[config.mk]
export PLATFORM = sky130hd
export DESIGN_NAME = neuron_accum_ctrl
export DESIGN_NICKNAME = d
export VERILOG_FILES = /design/src/rtl/neuron_accum_ctrl.sv
export SDC_FILE = /design/constraint.sdc
export NUM_CORES = 1
export LEC_CHECK = 0
export CAP_MARGIN = 20
export CORE_UTILIZATION = 48
export CTS_CLUSTER_DIAMETER = 200
export DETAILED_ROUTE_END_ITERATION = 7
export GPL_ROUTABILITY_DRIVEN = 0
export PLACE_DENSITY = 0.77
export SYNTH_ARGS = -nofsm -noshare
export SYNTH_HDL_FRONTEND = slang
export SYNTH_SLANG_ARGS = --single-unit
[constraint.sdc]
create_clock -name clk -period 3.6 [get_ports clk]
set_input_delay 0.72 -clock clk [delete_from_list [all_inputs] [get_ports clk]]
set_output_delay 0.72 -clock clk [all_outputs]
set_load 0.005 [all_outputs]
[src/rtl/neuron_accum_ctrl.sv]
`default_nettype none
// ============================================================================
// Module   : neuron_accum_ctrl
// Brief    : Bias + streamed-term dot-product accumulator with a single shared
//            16-bit saturating adder and optional ReLU on the result.
// Revision : 1.0  initial release
// ============================================================================
module neuron_accum_ctrl #(
    parameter int LEN_WIDTH = 10,
    parameter bit RELU_EN   = 1'b1
) (
    input  logic                 clk,
    input  logic                 rst,
    input  logic                 start,
    input  logic [LEN_WIDTH-1:0] len,
    input  logic [15:0]          bias,
    input  logic [15:0]          in_data,
    input  logic                 in_valid,
    output logic                 in_ready,
    output logic [15:0]          out_data,
    output logic                 out_valid,
    input  logic                 out_ready,
    output logic                 busy,
    output logic                 sat_flag
);

    localparam logic [LEN_WIDTH-1:0] C_ONE  = {{(LEN_WIDTH-1){1'b0}}, 1'b1};
    localparam logic [LEN_WIDTH-1:0] C_ZERO = '0;

    typedef enum logic [1:0] {
        ST_IDLE = 2'd0,
        ST_ACC  = 2'd1,
        ST_DONE = 2'd2
    } state_t;

    state_t                 state_q, state_d;
    logic [15:0]            acc_q, acc_d;
    logic [LEN_WIDTH-1:0]   cnt_q, cnt_d;
    logic [LEN_WIDTH-1:0]   len_q, len_d;
    logic [15:0]            out_data_q, out_data_d;
    logic                   in_ready_q, in_ready_d;
    logic                   out_valid_q, out_valid_d;
    logic                   busy_q, busy_d;
    logic                   sat_q, sat_d;

    logic [16:0]            w_sum;
    logic [15:0]            w_sat_sum;
    logic                   w_ovf;
    logic                   w_hs;
    logic                   w_last;

    function automatic logic [15:0] relu(input logic [15:0] v);
        return (RELU_EN && v[15]) ? 16'h0000 : v;
    endfunction

    // The one adder: the two top bits of the 17-bit sum disagree only on overflow.
    assign w_sum     = {acc_q[15], acc_q} + {in_data[15], in_data};
    assign w_ovf     = w_sum[16] ^ w_sum[15];
    assign w_sat_sum = (w_sum[16:15] == 2'b01) ? 16'h7FFF :
                       (w_sum[16:15] == 2'b10) ? 16'h8000 : w_sum[15:0];
    assign w_hs      = in_valid & in_ready_q;
    assign w_last    = (cnt_q == (len_q - C_ONE));

    always_comb begin
        state_d     = state_q;
        acc_d       = acc_q;
        cnt_d       = cnt_q;
        len_d       = len_q;
        out_data_d  = out_data_q;
        in_ready_d  = in_ready_q;
        out_valid_d = out_valid_q;
        busy_d      = busy_q;
        sat_d       = sat_q;
        case (state_q)
            ST_IDLE: begin
                if (start) begin
                    acc_d  = bias;
                    sat_d  = 1'b0;
                    busy_d = 1'b1;
                    if (len != C_ZERO) begin
                        len_d      = len;
                        cnt_d      = C_ZERO;
                        in_ready_d = 1'b1;
                        state_d    = ST_ACC;
                    end else begin
                        out_data_d  = relu(bias);
                        out_valid_d = 1'b1;
                        state_d     = ST_DONE;
                    end
                end
            end
            ST_ACC: begin
                if (w_hs) begin
                    acc_d = w_sat_sum;
                    cnt_d = cnt_q + C_ONE;
                    sat_d = sat_q | w_ovf;
                    if (w_last) begin
                        in_ready_d  = 1'b0;
                        out_data_d  = relu(w_sat_sum);
                        out_valid_d = 1'b1;
                        state_d     = ST_DONE;
                    end
                end
            end
            ST_DONE: begin
                // start is not looked at here, so a start on the accept cycle is dropped.
                if (out_ready) begin
                    out_valid_d = 1'b0;
                    busy_d      = 1'b0;
                    state_d     = ST_IDLE;
                end
            end
            default: begin
                in_ready_d  = 1'b0;
                out_valid_d = 1'b0;
                busy_d      = 1'b0;
                state_d     = ST_IDLE;
            end
        endcase
    end

    always_ff @(posedge clk) begin
        if (rst) begin
            state_q     <= ST_IDLE;
            acc_q       <= 16'h0000;
            cnt_q       <= C_ZERO;
            len_q       <= C_ZERO;
            out_data_q  <= 16'h0000;
            in_ready_q  <= 1'b0;
            out_valid_q <= 1'b0;
            busy_q      <= 1'b0;
            sat_q       <= 1'b0;
        end else begin
            state_q     <= state_d;
            acc_q       <= acc_d;
            cnt_q       <= cnt_d;
            len_q       <= len_d;
            out_data_q  <= out_data_d;
            in_ready_q  <= in_ready_d;
            out_valid_q <= out_valid_d;
            busy_q      <= busy_d;
            sat_q       <= sat_d;
        end
    end

    assign in_ready  = in_ready_q;
    assign out_data  = out_data_q;
    assign out_valid = out_valid_q;
    assign busy      = busy_q;
    assign sat_flag  = sat_q;

endmodule
`default_nettype wire

# [Yosys cells after proc, flatten, opt, wreduce, memory -nomap -nowiden]
# Index checks and enable logic that the tools add are counted.
[totals] ff_bits=58 latch_bits=0 mem_bits_rw=0 rom_bits=0 in_bits=47 out_inout_bits=20 wordCells=77 mem_count=0
[classes] n_addsub=3 n_mul=0 div=0 order_cmp=0 eq_ne=11 shifts=0 n_mux=38 n_bitwise=5 n_reduce_logical=11
[op_table] operator="two-way mux 16 bit" count=8
[op_table] operator="case mux 16 bit (2 select lines)" count=2
[op_table] operator="two-way mux 10 bit" count=3
[op_table] operator="two-way mux 15 bit" count=2
[op_table] operator="case mux 10 bit (2 select lines)" count=1
[op_table] operator="adder 16 x 16 -> 17 bit" count=1
[op_table] operator="AND reduction 5 bit" count=3
[op_table] operator="two-way mux 1 bit" count=12
[op_table] operator="inequality test 2 bit, second input constant" count=6
[op_table] operator="adder 10 x 1 -> 10 bit, second input constant" count=1
[op_table] operator="== test 10 bit" count=1
[op_table] operator="two-way mux 2 bit" count=5
[op_table] operator="nonzero test 10 bit" count=1
[op_table] operator="subtractor 10 x 1 -> 10 bit, second input constant" count=1
[op_table] operator="case mux 1 bit (3 select lines)" count=3
[op_table] operator="AND reduction 3 bit" count=3
[op_table] operator="AND reduction 4 bit" count=2
[op_table] operator="case mux 2 bit (3 select lines)" count=1
[op_table] operator="== test 2 x 1 -> 1 bit, second input constant" count=2
[op_table] operator="== test 2 bit, second input constant" count=2
[op_table] operator="zero test 2 bit" count=1
[op_table] operator="NOT 1 bit" count=2
[op_table] operator="case mux 1 bit (2 select lines)" count=1
[op_table] operator="nonzero test 2 bit" count=1
[op_table] operator="3 further kinds" count=3

# [Logic depth before layout (Yosys ltp)]
# Gate-level depths: netlist (run 1).
[logic_depth] word_depth=8 depth_mapped=16 depth_no_buf=15

# [Worst setup path after synthesis (run 1)]
# OpenSTA, ideal clock, no wires.
[synth_path] kind="input -> register" startpoint="input in_data[0]" endpoint="register out_data_q[6], in the netlist out_data[6]" setup_time_ps=143 t_arrival_ps=3743 t_required_ps=3457 path_slack_ps=-286 stages=14 path_buffers=1 path_cell_list="ha_1 -> fa_1 -> a21o_1 -> a211o_1 -> a221oi_1 -> o21ai_0 -> nand2_1 -> a31oi_1 -> ha_1 -> clkbuf_1 -> o21ai_1 -> nor2_1 -> a221oi_1 -> a211oi_2"
[synth_via] elab_chain_cells=8 elab_cells_between_ends=9 classes_between="add/sub (1); eq/ne (2); mux (6)"
[synth_rtl] item="from (decl)" line="17" text="input logic [15:0] in_data,"
[synth_rtl] item="adder 16 x 16 -> 17 bit *" line="57" text="assign w_sum = {acc_q[15], acc_q} + {in_data[15], in_data};"
[synth_rtl] item="== test 2 bit" line="60" text="(w_sum[16:15] == 2'b10) ? 16'h8000 : w_sum[15:0];"
[synth_rtl] item="two-way mux 16 bit" line="60"
[synth_rtl] item="two-way mux 16 bit *" line="59" text="assign w_sat_sum = (w_sum[16:15] == 2'b01) ? 16'h7FFF :"
[synth_rtl] item="two-way mux 15 bit *" line="53" text="return (RELU_EN && v[15]) ? 16'h0000 : v;"
[synth_rtl] item="two-way mux 16 bit *" line="97" text="if (w_last) begin"
[synth_rtl] item="two-way mux 16 bit *" line="93" text="if (w_hs) begin"
[synth_rtl] item="case mux 16 bit (2 select lines) *" line="74" text="case (state_q)"
[synth_rtl] item="to (signal assigned)" line="138" text="out_data_q <= out_data_d;"
[synth_rtl] item="to (decl)" line="40" text="logic [15:0] out_data_q, out_data_d;"
# Every way passes the cells marked *; elsewhere a longest branch is shown, timed or not. The select of a mux whose other input is x is not followed.
# A chain may end at the register's enable or synchronous reset.

# [Worst setup path in the final report (run 1)]
[layout_path] startpoint="input in_data[6]" endpoint="register acc_q[7]"
[layout_via] elab_chain_cells=6 elab_cells_between_ends=7 classes_between="add/sub (1); eq/ne (2); mux (4)"
[layout_rtl] item="adder 16 x 16 -> 17 bit *" line="57"
[layout_rtl] item="== test 2 bit" line="60"
[layout_rtl] item="two-way mux 16 bit" line="60"
[layout_rtl] item="two-way mux 16 bit *" line="59"
[layout_rtl] item="two-way mux 16 bit *" line="93"
[layout_rtl] item="case mux 16 bit (2 select lines) *" line="74"
[layout_rtl] item="to (signal assigned)" line="125" text="acc_q <= 16'h0000;"
[layout_rtl] item="to (signal assigned)" line="135" text="acc_q <= acc_d;"
[layout_rtl] item="to (decl)" line="37" text="logic [15:0] acc_q, acc_d;"
# Marks and branches as above.

==> flow_summary_export.csv, run 1 <==
group,metric,value,unit
finish,drive_gt1_share,20.99,%
logic_synthesis,synth_edf_count,0,
floorplanning,start_util,49.79,%
place,dp_hpwl,7663,microns
setup_path,crit_slowest_cell,"clkdlybuf4s50_1",
drt,via_per_inst,5.878,
logic_synthesis,yosys_warnings,0,
logic_synthesis,synth_area_leaders,"dfxtp_1 (31%), nor2_1 (7.5%), ha_1 (7.2%), a21oi_1 (6.8%), a211oi_2 (4.1%)",
logic_synthesis,synthCells,448,
floorplanning,io-pin-count,67,
clock_network,clock-root-buffer,"clkbuf_8",
drt,drc_errors,0,
logic_synthesis,async_flop_share,0,%
global_route,grt_first_pass_wirelength,16680,microns
setup_path,critPathKind,"input pin to register",
sta,max_slew_margin,37.18,%
drt,wirelength,10840,microns
setup_path,crit_fanout,6,
sta,min_period,3575,ps
logic_synthesis,synth_cell_type_count,49,
pwr,cellPowerDensity,398.6,mW/mm^2
logic_synthesis,synth_top_area_cell,"dfxtp_1",
clock_network,cts_htree_levels,3,
sta,rsz0062_at_grt,"yes",
global_route,antenna_found_initial,0,
setup_path,crit_path_start_kind,"input pin",
clock_network,cts.clk_slew.worst_paths,70,ps
floorplanning,die_h,88.98,microns
drt,drt-wirelength-per-cell,16.76,microns
logic_synthesis,synth_top_area_share,31.43,%
sta,setup_tns,0,ps
logic_synthesis,syn_area,0.003631,sq mm
sta,maxSlewViolCount,0,
sta,fin_worst_skew,16.85,ps
clock_network,cts_tree,"done",
setup_path,reg2reg_slack,330,ps
clock_network,ctsHoldBuffers,0,
pwr,ir_drop,0.0002472,V
logic_synthesis,synth-seq-area-share,31.43,%
clock_network,cts-buffers-inserted,9,
status,status,"finished, final reports clean",
sta,tightest_slew,942.3,ps
place,dpl_cell_area,0.004607,sq mm
setup_path,cp_num_buf_inv,5,
finish,areaGrowthSynthToFinish,40.80,%
clock_network,clockBufferDepth,2,
sta,hold_viol,0,
setup_path,crit_top_cell,"buf_4",
drt,first_pass_iters,5,
finish,antenna_cells,0,
hold_path,hp-class,"register to register",
drt,vias,3803,
sta,hold_ws,463.3,ps
sta,finalCritPeriodShare,99.30,%
run,drv_cap,0,
drt,drtIter0Drc,182,
finish,final_area,0.005112,sq mm
logic_synthesis,ys_ff_latch,57,
place,port_buffers,65,
setup_path,cp_slowest_stage_delay,440,ps
finish,fin_util,70.11,%
finish,finalNonFillerCells,647,
setup_path,worstPathRequired,3830,ps
sta,fmax,279.7,MHz
logic_synthesis,ys.flop_type,"dfxtp_1",
floorplanning,core,0.007292,sq mm
finish,fill_cells,567,
setup_path,critPathTopFamily,"buffers and inverters",
place,dpl.cell_count,627,
pwr,leakage,2.029,nW
setup_path,crit_arrival,3810,ps
global_route,grt_max_degree,26,
floorplanning,rows,31,
setup_path,end_kind,"register",
drt,drtAntennaViolNets,0,
clock_network,cts.sinks,57,
global_route,grt.total_usage,27.68,%
setup_path,worstPathCellList,"clkdlybuf4s50_1, ha_1, buf_4, nand2_1, nor2_1, a31oi_1, a32oi_1, a21o_1, a21oi_2, buf_4, xnor2_2, ha_4, buf_4, nor3_2, buf_4, o21ai_0, nor4b_2",
floorplanning,die_area,0.007917,sq mm
finish,final_common_cell,"nor2_1",
global_route,grt_overflow,0,
logic_synthesis,syn-num-nets,517,
sta,setup_viol,0,
floorplanning,die_w,88.98,microns
finish,final_cell_mix,"nor2_1 (72), clkdlybuf4s50_1 (62), dfxtp_1 (57)",
logic_synthesis,avgSynthCellArea,8.105,sq um
global_route,grt_pass1_vias,3673,
clock_network,clk_latency,340,ps
finish,nets,613,
[worst min-delay path, delay by kind of cell, from the launching register on]
family          cells  cell delay (ps)
compound gates      1               50
flops               1              310
simple gates        1               50
[Yosys cell counts, types with 2 or more instances]
cell type  number
a32oi_1         2
nor3_1         12
buf_4           2
a21oi_1        49
o22ai_1         2
nor2_1         73
mux2i_1         9
nor4b_1         4
and2_1          4
buf_1           2
a221oi_1        9
a21o_1          7
o21a_1          5
o31ai_1         2
nor2b_1         3
o21ai_0        28
nand2b_1        2
inv_1           7
ha_1           21
a31oi_1         4
xnor2_1        16
nor4_1          3
a211oi_2       12
o211a_1         3
nand3_1         6
a211o_1         5
o211ai_1        3
and3_1          6
clkbuf_1       18
nand4_1         4
a211oi_1        9
xor2_1         16
buf_6           2
nand2_1        22
dfxtp_1        57
or3_1           6
[worst paths after layout]
| path | startpoint | endpoint | depth (start not counted) |
|---|---|---|---|
| worst min-delay path | acc_q[5]$_SDFFE_PP0P_ | acc_q[5]$_SDFFE_PP0P_ | 2 |
| worst min register to register | acc_q[5]$_SDFFE_PP0P_ | acc_q[5]$_SDFFE_PP0P_ | 2 |
| worst max-delay path | in_data[6] | acc_q[7]$_SDFFE_PP0P_ | 17 |
| worst max register to register | acc_q[0]$_SDFFE_PP0P_ | out_data[14]$_SDFFE_PP0P_ | 13 |
[where the power goes]
group / total [mW] / internal, mW / switching, mW
clock network: 0.599 / 0.340 / 0.258
logic: 0.749 / 0.351 / 0.398
registers: 0.690 / 0.662 / 0.0283
[metrics by stage]
| stage | power [mW] | setup slack, ps |
|---|---|---|
| floorplan | 1.082 | -37.64 |
| global placement | 1.293 | -448.1 |
| detailed placement | 1.307 | -538.8 |
| CTS | 1.953 | -10.76 |
| global route | 2.138 | -89.04 |
| finish | 2.038 | 25.15 |
[metal layers]
metal	track usage, %	vias up	share of wire [%]
li1	-	1815	-
met1	32.48	1790	41
met2	48.81	155	50
met3	5.633	43	5.4
met4	12.55	0	3.6
met5	0	-	0
[timing repair]
item	in CTS	in global routing
endpoints found under the hold margin	0	0
setup buffers	4	1
gates resized for setup	17	37
setup endpoints to repair	24	31
pin swaps	14	20
[cells by family after synthesis]
| logic type | count (synthesis) | share of synthesized area (%) |
|---|---|---|
| compound gates | 146 | 27.53 |
| xor+xnor | 32 | 7.719 |
| fa+ha+maj | 22 | 7.788 |
| buf+inv | 32 | 3.928 |
| flops | 57 | 31.43 |
| mux | 9 | 2.481 |
| other cells | 1 | 0.1033 |
| simple gates | 149 | 19.02 |
[state kept, by name (all words and copies together), names as in the netlist]
register / flops
acc_q: 16
in_ready: 1
len_q: 10
out_data: 15
cnt_q: 10
busy: 1
state_q: 2
sat_flag: 1
out_valid: 1
[area by class of cell]
class / count / area [sq um] / share of cell area, %
Multi-Input combinational cell: 359 / 2613 / 51.10
Timing Repair Buffer: 109 / 999.7 / 19.55
Clock inverter: 1 / 7.507 / 0.1468
Sequential cell: 57 / 1141 / 22.32
Inverter: 8 / 35.03 / 0.6853
Clock buffer: 14 / 192.7 / 3.769
Tap cell: 99 / 123.9 / 2.423
No activity file was read; power rests on OpenSTA's default activity.
==> run 2: changes to the inputs <==
Settings changed: GPL_ROUTABILITY_DRIVEN 0 to not set, PLACE_DENSITY 0.77 to not set, PLACE_DENSITY_LB_ADDON set to 0.3, SKIP_CTS_REPAIR_TIMING set to 1.
==> run 2 against run 1 <==
Against the previous run:
- clock power up 10%
- sequential share of layout area is 0.11 points lower
- cell area rose by 0.51%
- total power up 3.6%
- flip-flop and latch count unchanged
- largest cell class unchanged
- setup slack better by 24 ps
- global-route usage fell by 0.053 points
==> flow_summary_export.csv, run 2 (same netlist as run 1, synthesis figures left out) <==
group,metric,value,unit
finish,nets,614,
global_route,grt_pass1_vias,3540,
floorplanning,io-pin-count,67,
clock_network,cts_tree,"done",
sta,fmax,281.6,MHz
run,drv_cap,0,
pwr,leakage,2.051,nW
finish,fill_cells,563,
sta,max_slew_margin,34.42,%
place,place.gp.congestion,0.8768,
finish,final_common_cell,"nor2_1",
setup_path,r2r-start,"len_q[0]$_SDFFE_PP0P_",
global_route,grt_max_degree,24,
finish,seqCellArea,0.001141,sq mm
finish,multi_input_area,0.002624,sq mm
pwr,ir_drop,0.0002181,V
pwr,switchingPower,0.7050,mW
drt,first_pass_iters,5,
finish,areaGrowthSynthToFinish,41.52,%
finish,top_register,"acc_q",
setup_path,crit_arrival,3780,ps
pwr,power_frac_seq,32.7,%
setup_path,worstPathRequired,3830,ps
hold_path,min_from,"acc_q[6]$_SDFFE_PP0P_",
clock_network,cts_htree_levels,3,
floorplanning,die_w,88.98,microns
setup_path,reg2reg_to,"out_data[4]$_SDFFE_PP0P_",
drt,drtIter0Drc,301,
drt,drtAntennaViolNets,0,
setup_path,reg2reg_slack,350,ps
drt,via_per_inst,5.878,
setup_path,critPathKind,"input pin to register",
drt,drt-wirelength-per-cell,16.78,microns
place,dpl.cell_count,629,
sta,hold_viol,0,
clock_network,clock-root-buffer,"clkbuf_8",
status,status,"finished, final reports clean",
sta,min_period,3551,ps
hold_path,hp-class,"register to register",
hold_path,holdPathEnd,"acc_q[6]$_SDFFE_PP0P_",
global_route,antenna_found_initial,0,
clock_network,cts.clk_slew.worst_paths,70,ps
pwr,clkPwrFrac,31.2,%
pwr,p_int,1.406,mW
finish,final_cell_mix,"nor2_1 (71), clkdlybuf4s50_1 (62), dfxtp_1 (57)",
pwr,totalPowerFinal,2.111,mW
finish,largest_reg_flops,16,
clock_network,cts.sinks,57,
pwr,p_comb_share,36.1,%
sta,finalCritPeriodShare,98.63,%
drt,drc_errors,0,
drt,wirelength,10870,microns
sta,fin_worst_skew,18.75,ps
pwr,cellPowerDensity,410.9,mW/mm^2
sta,maxSlewViolCount,0,
place,port_buffers,65,
floorplanning,start_util,49.79,%
setup_path,crit_path_start_kind,"input pin",
pwr,swShare,33.39,%
setup_path,reg2regPathDepth,8,
clock_network,clk_latency,360,ps
global_route,grt_overflow,0,
global_route,grt_first_pass_wirelength,16500,microns
finish,antenna_cells,0,
finish,drive_gt1_share,20.95,%
sta,setup_viol,0,
setup_path,end_kind,"register",
setup_path,crit_fanout,3,
floorplanning,core,0.007292,sq mm
place,dp_hpwl,7670,microns
floorplanning,die_h,88.98,microns
clock_network,clockBufferDepth,2,
sta,tightest_slew,983.7,ps
floorplanning,die_area,0.007917,sq mm
finish,finalNonFillerCells,648,
floorplanning,rows,31,
clock_network,cts-buffers-inserted,9,
global_route,grt.total_usage,27.62,%
hold_path,holdPathStages,2,
drt,vias,3809,
run 2: changes by cell type in the layout (fill, tap and decap cells not counted), sizes merged:
cell / change
buf: +1
clkbuf: -1
inv: +1
bufinv: +1
clkinvlp: -1
run 2: final cells by class:
type / count / share of cell area (%)
clock buffer: 13 / 3.482
multi-input combinational: 359 / 51.06
sequential: 57 / 22.21
inverter: 8 / 0.6331
tap: 99 / 2.411
timing repair buffer: 110 / 19.53
clock inverter: 2 / 0.6818
run 2: layer usage:
layer	global-route usage, %	up-vias	share of wire [%]
li1	-	1828	-
met1	32.09	1806	42
met2	48.39	136	50
met3	6.002	39	5.2
met4	13.42	0	3.4
met5	0	-	0
run 2: power groups by stage:
stage / Sequential (mW) / Clock, mW / Combinational [mW]
final: 0.690 / 0.659 / 0.762
after detailed placement: 0.703 / 0 / 0.617
after global placement: 0.701 / 0 / 0.603
after global routing: 0.693 / 0.695 / 0.822
after floorplan: 0.693 / 0 / 0.389
after CTS: 0.689 / 0.666 / 0.623
run 2: stage by stage:
step	worst slack [ps]	hold WS [ps]	cell area, sq um	utilization (%)	setup TNS (ps)
after floorplan	-37.64	435.6	3655	-	-138.1
after global placement	-468.2	449.9	4622	63.38	-10900
after detailed placement	-582.9	455.2	4622	63.38	-14300
after CTS	-228.1	465.2	4836	66.32	-3547
after global routing	-53.28	484.2	5139	70.47	-109.2
final	49.41	465.3	5139	70.47	0
run 2: critical path: stages:
cell             delay, ps
clkdlybuf4s50_1        410
ha_1                   330
a21oi_1                270
o22ai_1                130
o21ai_1                200
a32oi_2                150
a21o_1                 200
a21oi_4                230
xor2_4                 240
ha_4                   190
buf_4                  130
nor2_4                  40
buf_6                  150
a221oi_2               260
a21oi_1                100
run 2: worst max path at each step:
stage                           endpoint        from  slack [ps]
2_1_floorplan  out_data[14]$_SDFFE_PP0P_  in_data[0]         -40
6_report          acc_q[12]$_SDFFE_PP0P_  in_data[8]          50
3_5_place_dp   out_data[14]$_SDFFE_PP0P_  in_data[1]        -580
3_3_place_gp    out_data[8]$_SDFFE_PP0P_  in_data[1]        -470
5_1_grt           acc_q[12]$_SDFFE_PP0P_  in_data[8]         -50
4_1_cts        out_data[14]$_SDFFE_PP0P_  in_data[1]        -230
